File: config.mk
export PLATFORM = sky130hd
export DESIGN_NAME = ctu_seq_flat
export DESIGN_NICKNAME = d
export VERILOG_FILES = /design/src/rtl/ctu_seq_if.sv /design/src/rtl/ctu_seq.sv /design/src/flat_wrapper.sv
export SDC_FILE = /design/constraint.sdc
export NUM_CORES = 1
export LEC_CHECK = 0
export CORE_MARGIN = 2
export CORE_UTILIZATION = 49
export CTS_CLUSTER_DIAMETER = 40
export DETAILED_ROUTE_END_ITERATION = 10
export PLACE_DENSITY = 0.84
export SYNTH_ARGS = -nofsm -noshare
export SYNTH_HDL_FRONTEND = slang
export SYNTH_SLANG_ARGS = --single-unit
export TNS_END_PERCENT = 5
File: constraint.sdc
create_clock -name clk_i -period 3.1 [get_ports clk_i]
set_clock_uncertainty 0.15 [all_clocks]
set_input_delay 0.465 -clock clk_i [delete_from_list [all_inputs] [get_ports clk_i]]
set_output_delay 0.465 -clock clk_i [all_outputs]
set_load 0.01 [all_outputs]
File: src/rtl/ctu_seq_if.sv
// Control/status bundle between the ctu run sequencer and its surroundings
// (button pulses in, counter controls and run status out).
interface ctu_seq_if #(
  parameter int unsigned NR_OVF_BITI = 4,
  parameter int unsigned NR_LAP_BITI = 4
);
  logic                   start_i;
  logic                   dir_i;
  logic                   clr_i;
  logic                   ovf_i;
  logic                   enable_o;
  logic                   count_up_o;
  logic [1:0]             state_o;
  logic [NR_OVF_BITI-1:0] ovf_cnt_o;
  logic                   done_o;
  logic [NR_LAP_BITI-1:0] lap_o;

  // The sequencer side.
  modport slave (
    input  start_i, dir_i, clr_i, ovf_i,
    output enable_o, count_up_o, state_o, ovf_cnt_o, done_o, lap_o
  );

  // The side that drives the button pulses and observes the status.
  modport master (
    output start_i, dir_i, clr_i, ovf_i,
    input  enable_o, count_up_o, state_o, ovf_cnt_o, done_o, lap_o
  );
endinterface

File: src/rtl/ctu_seq.sv
// Run/pause/stop sequencer for the ctu up/down counter; counts overflows per run and completed runs.
// Optional feature: define CTU_SEQ_AUTORESTART_EN to restart a run automatically one cycle after DONE.
module ctu_seq #(
  parameter int unsigned NR_OVF_BITI = 4,
  parameter int unsigned N_OVF       = 3,
  parameter int unsigned NR_LAP_BITI = 4
) (
  input  logic       clk_i,
  input  logic       rst_i,
  ctu_seq_if.slave   bus
);

  localparam int unsigned STATE_W = 2;

  typedef enum logic [STATE_W-1:0] {
    ST_IDLE  = 2'b00,
    ST_RUN   = 2'b01,
    ST_PAUSE = 2'b10,
    ST_DONE  = 2'b11
  } state_t;

  localparam logic [NR_OVF_BITI-1:0] OVF_LAST = NR_OVF_BITI'(N_OVF - 1);
  localparam logic [NR_OVF_BITI-1:0] OVF_FULL = NR_OVF_BITI'(N_OVF);
  localparam logic [NR_OVF_BITI-1:0] OVF_ONE  = NR_OVF_BITI'(1);
  localparam logic [NR_LAP_BITI-1:0] LAP_ONE  = NR_LAP_BITI'(1);

  state_t                 state;
  logic                   enable;
  logic                   count_up;
  logic [NR_OVF_BITI-1:0] ovf_cnt;
  logic                   done;
  logic [NR_LAP_BITI-1:0] lap;

  logic ovf_terminal;
  assign ovf_terminal = bus.ovf_i && (ovf_cnt == OVF_LAST);

  // Sequencer: state and every output update together, so enable follows state with no lag.
  always_ff @(posedge clk_i or negedge rst_i) begin
    if (!rst_i) begin
      state    <= ST_IDLE;
      enable   <= 1'b0;
      count_up <= 1'b1;
      ovf_cnt  <= '0;
      done     <= 1'b0;
      lap      <= '0;
    end else begin
      done <= 1'b0;
      unique case (state)
        ST_IDLE: begin
          if (bus.clr_i) begin
            ovf_cnt <= '0;
          end else if (bus.start_i) begin
            state   <= ST_RUN;
            enable  <= 1'b1;
            ovf_cnt <= '0;
          end else if (bus.dir_i) begin
            count_up <= ~count_up;
          end
        end

        // Direction is frozen while the counter is enabled.
        ST_RUN: begin
          if (bus.clr_i) begin
            state   <= ST_IDLE;
            enable  <= 1'b0;
            ovf_cnt <= '0;
          end else if (ovf_terminal) begin
            state   <= ST_DONE;
            enable  <= 1'b0;
            ovf_cnt <= OVF_FULL;
            done    <= 1'b1;
            lap     <= lap + LAP_ONE;
          end else begin
            if (bus.ovf_i) begin
              ovf_cnt <= ovf_cnt + OVF_ONE;
            end
            if (bus.start_i) begin
              state  <= ST_PAUSE;
              enable <= 1'b0;
            end
          end
        end

        // Counter is disabled here, so any stray overflow pulse is dropped.
        ST_PAUSE: begin
          if (bus.clr_i) begin
            state   <= ST_IDLE;
            ovf_cnt <= '0;
          end else if (bus.start_i) begin
            state  <= ST_RUN;
            enable <= 1'b1;
          end else if (bus.dir_i) begin
            count_up <= ~count_up;
          end
        end

        ST_DONE: begin
          if (bus.clr_i || bus.start_i) begin
            state   <= ST_IDLE;
            ovf_cnt <= '0;
          end else begin
`ifdef CTU_SEQ_AUTORESTART_EN
            state   <= ST_RUN;
            enable  <= 1'b1;
            ovf_cnt <= '0;
`else
            state   <= ST_DONE;
`endif
          end
        end

        default: begin
          state   <= ST_IDLE;
          enable  <= 1'b0;
          ovf_cnt <= '0;
        end
      endcase
    end
  end

  assign bus.state_o    = state;
  assign bus.enable_o   = enable;
  assign bus.count_up_o = count_up;
  assign bus.ovf_cnt_o  = ovf_cnt;
  assign bus.done_o     = done;
  assign bus.lap_o      = lap;

endmodule
File: src/flat_wrapper.sv
// flat-port wrapper written by rule: the top's interface ports become plain ports
module ctu_seq_flat 
#(
  parameter int unsigned NR_OVF_BITI = 4,
  parameter int unsigned N_OVF       = 3,
  parameter int unsigned NR_LAP_BITI = 4
)
  (clk_i, rst_i, bus_start_i, bus_dir_i, bus_clr_i, bus_ovf_i, bus_enable_o, bus_count_up_o, bus_state_o, bus_ovf_cnt_o, bus_done_o, bus_lap_o);
  ctu_seq_if #(.NR_OVF_BITI(NR_OVF_BITI), .NR_LAP_BITI(NR_LAP_BITI)) bus_i ();
  input  logic clk_i;
  input  logic rst_i;
  input wire logic [$bits(bus_i.start_i)-1:0] bus_start_i;
  input wire logic [$bits(bus_i.dir_i)-1:0] bus_dir_i;
  input wire logic [$bits(bus_i.clr_i)-1:0] bus_clr_i;
  input wire logic [$bits(bus_i.ovf_i)-1:0] bus_ovf_i;
  output wire logic [$bits(bus_i.enable_o)-1:0] bus_enable_o;
  output wire logic [$bits(bus_i.count_up_o)-1:0] bus_count_up_o;
  output wire logic [$bits(bus_i.state_o)-1:0] bus_state_o;
  output wire logic [$bits(bus_i.ovf_cnt_o)-1:0] bus_ovf_cnt_o;
  output wire logic [$bits(bus_i.done_o)-1:0] bus_done_o;
  output wire logic [$bits(bus_i.lap_o)-1:0] bus_lap_o;
  assign bus_i.start_i = bus_start_i;
  assign bus_i.dir_i = bus_dir_i;
  assign bus_i.clr_i = bus_clr_i;
  assign bus_i.ovf_i = bus_ovf_i;
  assign bus_enable_o = bus_i.enable_o;
  assign bus_count_up_o = bus_i.count_up_o;
  assign bus_state_o = bus_i.state_o;
  assign bus_ovf_cnt_o = bus_i.ovf_cnt_o;
  assign bus_done_o = bus_i.done_o;
  assign bus_lap_o = bus_i.lap_o;
  ctu_seq #(.NR_OVF_BITI(NR_OVF_BITI), .N_OVF(N_OVF), .NR_LAP_BITI(NR_LAP_BITI)) u_core (.clk_i(clk_i), .rst_i(rst_i), .bus(bus_i));
endmodule
==> results of run 1 <==
## layer usage
layer | up-vias | global-route usage (%) | wire, µm
met1 | 265 | 22.04 | 573
met3 | 0 | 9.574 | 71
met2 | 13 | 29.30 | 641
met5 | - | 0 | 0
li1 | 261 | - | -
met4 | 0 | 4.839 | 0
## kinds of logic (layout without fill, tap and decap cells)
family          count (synthesis)  count (layout)  share of synthesized area (%)
flops                          13              13                          47.72
mux                             4               4                          6.216
buf+inv                         6              27                          4.388
fa+ha+maj                       3               3                          5.485
compound gates                 11              11                          10.60
simple gates                   20              20                          20.47
xor+xnor                        4               4                          5.120
## cells in the mapped netlist, drive strengths merged (2+ instances only)
master,number
a21oi,3
a31oi,2
and3,2
dfrtp,12
ha,3
inv,5
mux2,2
mux2i,2
nand3,2
nand4,2
nor2,2
nor2b,2
nor3,2
o211ai,2
o21ai,3
or3,3
xor2,3
## metrics by stage
| stage | cell area, µm² | hold slack (ps) | util, % | std cells |
|---|---|---|---|---|
| after floorplan | 684.4 | 19.41 | - | 61 |
| after global placement | 872.1 | 303.5 | 67.02 | 93 |
| after detailed placement | 872.1 | 306.1 | 67.02 | 93 |
| after CTS | 898.4 | 319.9 | 69.04 | 97 |
| after global routing | 898.4 | 337.3 | 69.04 | 97 |
| final | 898.4 | 314.3 | 69.04 | 97 |
## state kept, by name, summed over array words and instances, names as in the netlist
signal	cells
u_core.bus.enable_o	1
u_core.bus.state_o	2
u_core.bus.lap_o	4
u_core.bus.ovf_cnt_o	4
u_core.bus.done_o	1
u_core.bus.count_up_o	1
## worst max-delay path by stage
stage,end,slack (ps)
4_1_cts,bus_count_up_o,1130
5_1_grt,bus_state_o[0],1080
2_1_floorplan,u_core.bus.lap_o[1]$_DFFE_PN0P_,1430
6_report,bus_count_up_o,1150
3_5_place_dp,u_core.bus.lap_o[1]$_DFFE_PN0P_,930
3_3_place_gp,u_core.bus.ovf_cnt_o[1]$_DFFE_PN0P_,950
## power groups by stage
stage | sequential [W] | clock [W] | combinational (W)
2_1_floorplan | 0.000208 | 0 | 0.0000266
5_1_grt | 0.000203 | 0.000112 | 0.0000801
4_1_cts | 0.000201 | 0.000105 | 0.0000739
3_5_place_dp | 0.000204 | 0 | 0.0000736
3_3_place_gp | 0.000203 | 0 | 0.0000721
6_report | 0.000200 | 0.000100 | 0.0000728
## layout make-up
cell class	count	share of cell area, %
Multi-Input combinational cell	42	36.49
Sequential cell	13	36.35
Timing Repair Buffer	18	20.06
Clock buffer	4	2.925
Inverter	5	2.089
Tap cell	15	2.089
==> results by group, run 1 <==
Die
  – Site Rows: 13
  – IO Count: 19
  – Die span in y: slightly above 40 µm
  – CORE AREA: 0.001301 mm²
  – Starting Density: a little over half
  – Die Footprint: around 0.0017 mm²
  – Die Wd: around 41 µm

Critical path
  – Required time worst endpoint: ~2500 ps
  – Delay-heaviest family, CP: flip-flops
  – Worst path slowest cell: dfstp_2
  – Crit path from: u_core.bus.count_up_o$_DFFE_PN1P_
  – CP Launch Type: flop
  – Setup crit end kind: primary output
  – Reg2reg path depth: 5
  – Critical Path AT: 1340 ps
  – Stages on the worst setup path: 1
  – FF-to-FF Start: u_core.bus.ovf_cnt_o[0]$_DFFE_PN0P_
  – Flop-to-flop setup slack: about 1300 ps
  – Worst setup path category: reg2out
  – Buffers & Inverters on Critical Path: 1
  – Maximum fanout along the worst path: 2
  – CP Cell Sequence: clkdlybuf4s50_1
  – Worst path max stage delay: about 540 ps
  – Reg2reg end: u_core.bus.lap_o[1]$_DFFE_PN0P_

Placement
  – Dpl hpwl: ~960 µm
  – Post-Place Setup Slack: 925.5 ps
  – IO buf count: 18
  – Gpl congestion: 0.8059

Power and ir drop
  – Sw frac: about 25%
  – Gate power share: between 10% and 20%
  – PwrDens: between 400 and 500 mW/mm²
  – Lkg Pwr: between 0.4 and 0.5 nW
  – Pint: about 0.00028 W
  – P_sw: 0.00009413 W
  – Clock power share: between 20% and 30%
  – Total Power: approximately 0.00037 W
  – Worst vdd ir: 0.3380 mV
  – Seq pwr share: roughly 54%

Timing
  – Tmin final: ~2000 ps
  – Final Hold Vio Count: 0
  – Max-slew violation count: 0
  – Worst Max-Slew Pin Slew: 570.5 ps
  – Headroom to the max-slew limit: between 60% and 70%
  – Setup TNS: 0 ps
  – Tcrit/Tclk final: roughly 63%
  – Max frequency: about 0.51 GHz
  – RSZ-0062 raised after global routing: false
  – Setup violators final: 0
  – Worst setup margin: between 1000 and 1500 ps

Route
  – DRT iter0 DRCs: 6
  – Final WL: 1.286 mm
  – DR pass1 iterations: 4
  – Vias per cell: approximately 5.6
  – WL per Instance: 13.26 µm
  – Final ANT Viol Nets: 0
  – Residual DRC: 0
  – Via count: 539

Yosys
  – Post-synth ARST share: 100.0%
  – Post-synth net total: 70
  – Synth area leader: dfrtp_1
  – Mean Syn Cell Area: between 10 and 15 µm²
  – Ys Warns: 0
  – Sequential share of the synthesized area: between 40% and 50%
  – Synth top area share: 43.88%
  – Mapped cell area: 684.4 µm²
  – Top cells by area, synth: dfrtp_1 (44%), ha_1 (5.5%), dfstp_2 (3.8%)
  – Post-synth EDFFs: 0
  – Yosys reg bits: 13
  – Cells after synthesis: 61
  – Number of distinct library cells after synthesis: 29
  – Most used DFF post-synth: dfrtp_1

Global route
  – First-pass GRT wire length: a little under 2 mm
  – Initial antenna violation count: 0
  – Vias in the first global route: 466
  – Largest net degree at the start of global routing: 14
  – GRT Total Usage: a little under a fifth
  – Global route overflow: 0

Clock tree
  – Clock edge transition at the registers on the reported setup and hold paths: roughly 80 ps
  – Clock insertion delay at the later pin of the skew report: about 270 ps
  – Root buffer cell: clkbuf_4
  – H-tree Lvls: 1
  – Setup bufs post-CTS: 0
  – Hold-fix buffers, CTS: 0
  – CTS Sinks: 13
  – PostCTS Resize Cnt: 0
  – CTS Buffer Depth: 2
  – Num CTS Buffers: 3
  – TritonCTS clock tree: done

Final layout
  – Multi-input gate area: 327.8 µm²
  – Layout area overhead: 31.26%
  – Fill count: around 110
  – Commonest non-fill, non-tap cells in the layout: clkdlybuf4s50_1 (18), dfrtp_1 (12), inv_1 (5)
  – Final Net Count: just over 90
  – Reg area: 326.6 µm²
  – Layout cells sized above 1: 12.20%
  – Most common cell after layout, fill and taps aside: clkdlybuf4s50_1
  – # diodes: 0

Run status
  – Outcome: finished clean

Hold path
  – Worst hold stages: 1
  – Worst hold path endpoint: u_core.bus.lap_o[3]$_DFFE_PN0P_
  – Hold Crit Class: reg2reg
  – Hold path start: u_core.bus.lap_o[3]$_DFFE_PN0P_

Run
  – Max Cap Viol: 0
No activity file was read; power rests on OpenSTA's default activity.
==> run 2: changes to the inputs <==
Settings changed: CORE_UTILIZATION 49 to 41, PLACE_DENSITY 0.84 to 0.76.
Clock period 3.1 ns to 1.6 ns, I/O delays scaled along.
==> results by group, run 2 (synthesis results as in run 1) <==
Run status
  – Outcome: finished clean

Critical path
  – Worst path slowest cell: clkdlybuf4s50_1
  – Required time worst endpoint: 1210 ps (-1270 ps)
  – Maximum fanout along the worst path: 2 (unchanged)
  – FF-to-FF Start: u_core.bus.state_o[1]$_DFFE_PN0P_
  – Reg2reg end: u_core.bus.lap_o[1]$_DFFE_PN0P_
  – Worst path max stage delay: 530 ps (about the same)
  – CP Launch Type: flop
  – Buffers & Inverters on Critical Path: 1 (unchanged)
  – CP Cell Sequence: clkdlybuf4s50_1
  – Setup crit end kind: primary output
  – Critical Path AT: 1150 ps (-190 ps)
  – Delay-heaviest family, CP: buffers and inverters
  – Worst setup path category: reg2out
  – Flop-to-flop setup slack: 60 ps (-1220 ps)
  – Reg2reg path depth: 3 (-2)

Timing
  – Setup TNS: 0 ps (unchanged)
  – Max frequency: 0.6483 GHz
  – Max-slew violation count: 0 (unchanged)
  – Final Hold Vio Count: 0 (unchanged)
  – Headroom to the max-slew limit: 84.98% (+23 points)
  – Setup violators final: 0 (unchanged)
  – RSZ-0062 raised after global routing: true
  – Worst Max-Slew Pin Slew: 223.5 ps (-347.0 ps)
  – Tcrit/Tclk final: between 90% and 100%
  – Hold Slack: 108.8 ps (-205.5 ps)
  – Tmin final: 1543 ps
  – Worst setup margin: 57.41 ps (-1089 ps)

Clock tree
  – CTS Sinks: 13 (unchanged)
  – Clock edge transition at the registers on the reported setup and hold paths: 90 ps (about the same)
  – Root buffer cell: clkbuf_4
  – TritonCTS clock tree: done
  – Hold-fix buffers, CTS: 0 (unchanged)
  – CTS Buffer Depth: 2 (unchanged)
  – Num CTS Buffers: 3 (unchanged)
  – H-tree Lvls: 1 (unchanged)
  – Clock insertion delay at the later pin of the skew report: 270 ps (about the same)

Final layout
  – Layout area overhead: 50.46%
  – Reg area: 326.6 µm² (unchanged)
  – Multi-input gate area: 344.1 µm² (+5.0%)
  – Final Net Count: 108 (+17%)
  – Layout cells sized above 1: 28.57% (+16 points)
  – Most common cell after layout, fill and taps aside: buf_4
  – Fill count: 131 (+25%)
  – Design Area, Final: 0.001030 mm² (+15%)
  – # diodes: 0 (unchanged)
  – Commonest non-fill, non-tap cells in the layout: buf_4 (15), dfrtp_1 (12), dlygate4sd2_1 (10)

Route
  – DRT iter0 DRCs: 4 (-2)
  – Via count: 602 (+12%)
  – DR pass1 iterations: 4 (unchanged)
  – Residual DRC: 0 (unchanged)
  – WL per Instance: 13.19 µm (-0.49%)
  – Final ANT Viol Nets: 0 (unchanged)
  – Vias per cell: 5.281 (-5.0%)
  – Final WL: 1.504 mm (+17%)

Global route
  – Global route overflow: 0 (unchanged)
  – Vias in the first global route: 584 (+25%)
  – Largest net degree at the start of global routing: 14 (unchanged)
  – Initial antenna violation count: 0 (unchanged)
  – GRT Total Usage: 17.06% (-1.5 points)
  – First-pass GRT wire length: 2.532 mm (+28%)

Power and ir drop
  – Total Power: 0.0007527 W (+100%)
  – Lkg Pwr: 0.5516 nW (+35%)
  – Worst vdd ir: 0.4863 mV (+44%)
  – PwrDens: 730.9 mW/mm² (+76%)

Placement
  – Gpl congestion: 0.8113 (+0.67%)
  – Dpl hpwl: 1.095 mm (+14%)
  – Post-Place Setup Slack: -195.8 ps (-1121 ps)
  – IO buf count: 18 (unchanged)
  – Area post-placement: 982.2 µm² (+13%)

Die
  – Site Rows: 14 (+1)
  – Die Wd: 44.86 µm (+8.4%)
  – IO Count: 19 (unchanged)
  – CORE AREA: 0.001541 mm² (+18%)
  – Starting Density: 44.40% (-8.2 points)
  – Die Footprint: 0.002012 mm² (+18%)
  – Die span in y: 44.86 µm (+8.4%)

Hold path
  – Hold Crit Class: in2async

Run
  – Max Cap Viol: 0 (unchanged)
run 2: stage by stage:
stage	util, %	instances
floorplan	-	61
global placement	63.72	108
detailed placement	63.72	108
CTS	64.61	112
global route	66.80	114
finish	66.80	114
run 2: layer usage:
metal | part of all wire, % | wire length [µm] | track usage, % | up-vias
li1 | - | - | - | 294
met1 | 49 | 730 | 24.75 | 290
met2 | 45 | 679 | 26.09 | 15
met3 | 5.3 | 79 | 2.800 | 3
met4 | 0.93 | 14 | 5.294 | 0
met5 | 0 | 0 | 0 | -
run 2: how the worst max path moves through the flow:
stage | from | endpoint | slack, ps | depth (start not counted)
after detailed placement | bus_clr_i | u_core.bus.lap_o[1]$_DFFE_PN0P_ | -200 | 4
after CTS | u_core.bus.ovf_cnt_o[0]$_DFFE_PN0P_ | u_core.bus.lap_o[1]$_DFFE_PN0P_ | 9 | 6
after global placement | bus_clr_i | u_core.bus.lap_o[1]$_DFFE_PN0P_ | -180 | 4
after global routing | u_core.bus.ovf_cnt_o[0]$_DFFE_PN0P_ | u_core.bus.lap_o[1]$_DFFE_PN0P_ | -30 | 6
after floorplan | u_core.bus.state_o[0]$_DFFE_PN0P_ | u_core.bus.lap_o[1]$_DFFE_PN0P_ | -40 | 4
final | u_core.bus.enable_o$_DFFE_PN0P_ | bus_enable_o | 60 | 1
run 2: layout make-up:
type,instances,share of cell area (%)
clock buffer,4,2.552
timing repair buffer,34,28.55
sequential,13,31.71
multi-input combinational,42,33.41
tap,16,1.944
inverter,5,1.823
run 2: repair_timing:
action,CTS,global route
pin swaps,0,0
setup endpoints to repair,10,5
setup buffers,0,2
resized for setup,10,5
run 2: where the power goes:
group          total [W]  switching, W  leakage (nW)  internal [W]
registers       0.000380     0.0000166         0.174      0.000364
clock network   0.000206      0.000110        0.0150     0.0000965
logic           0.000166     0.0000750         0.363     0.0000909
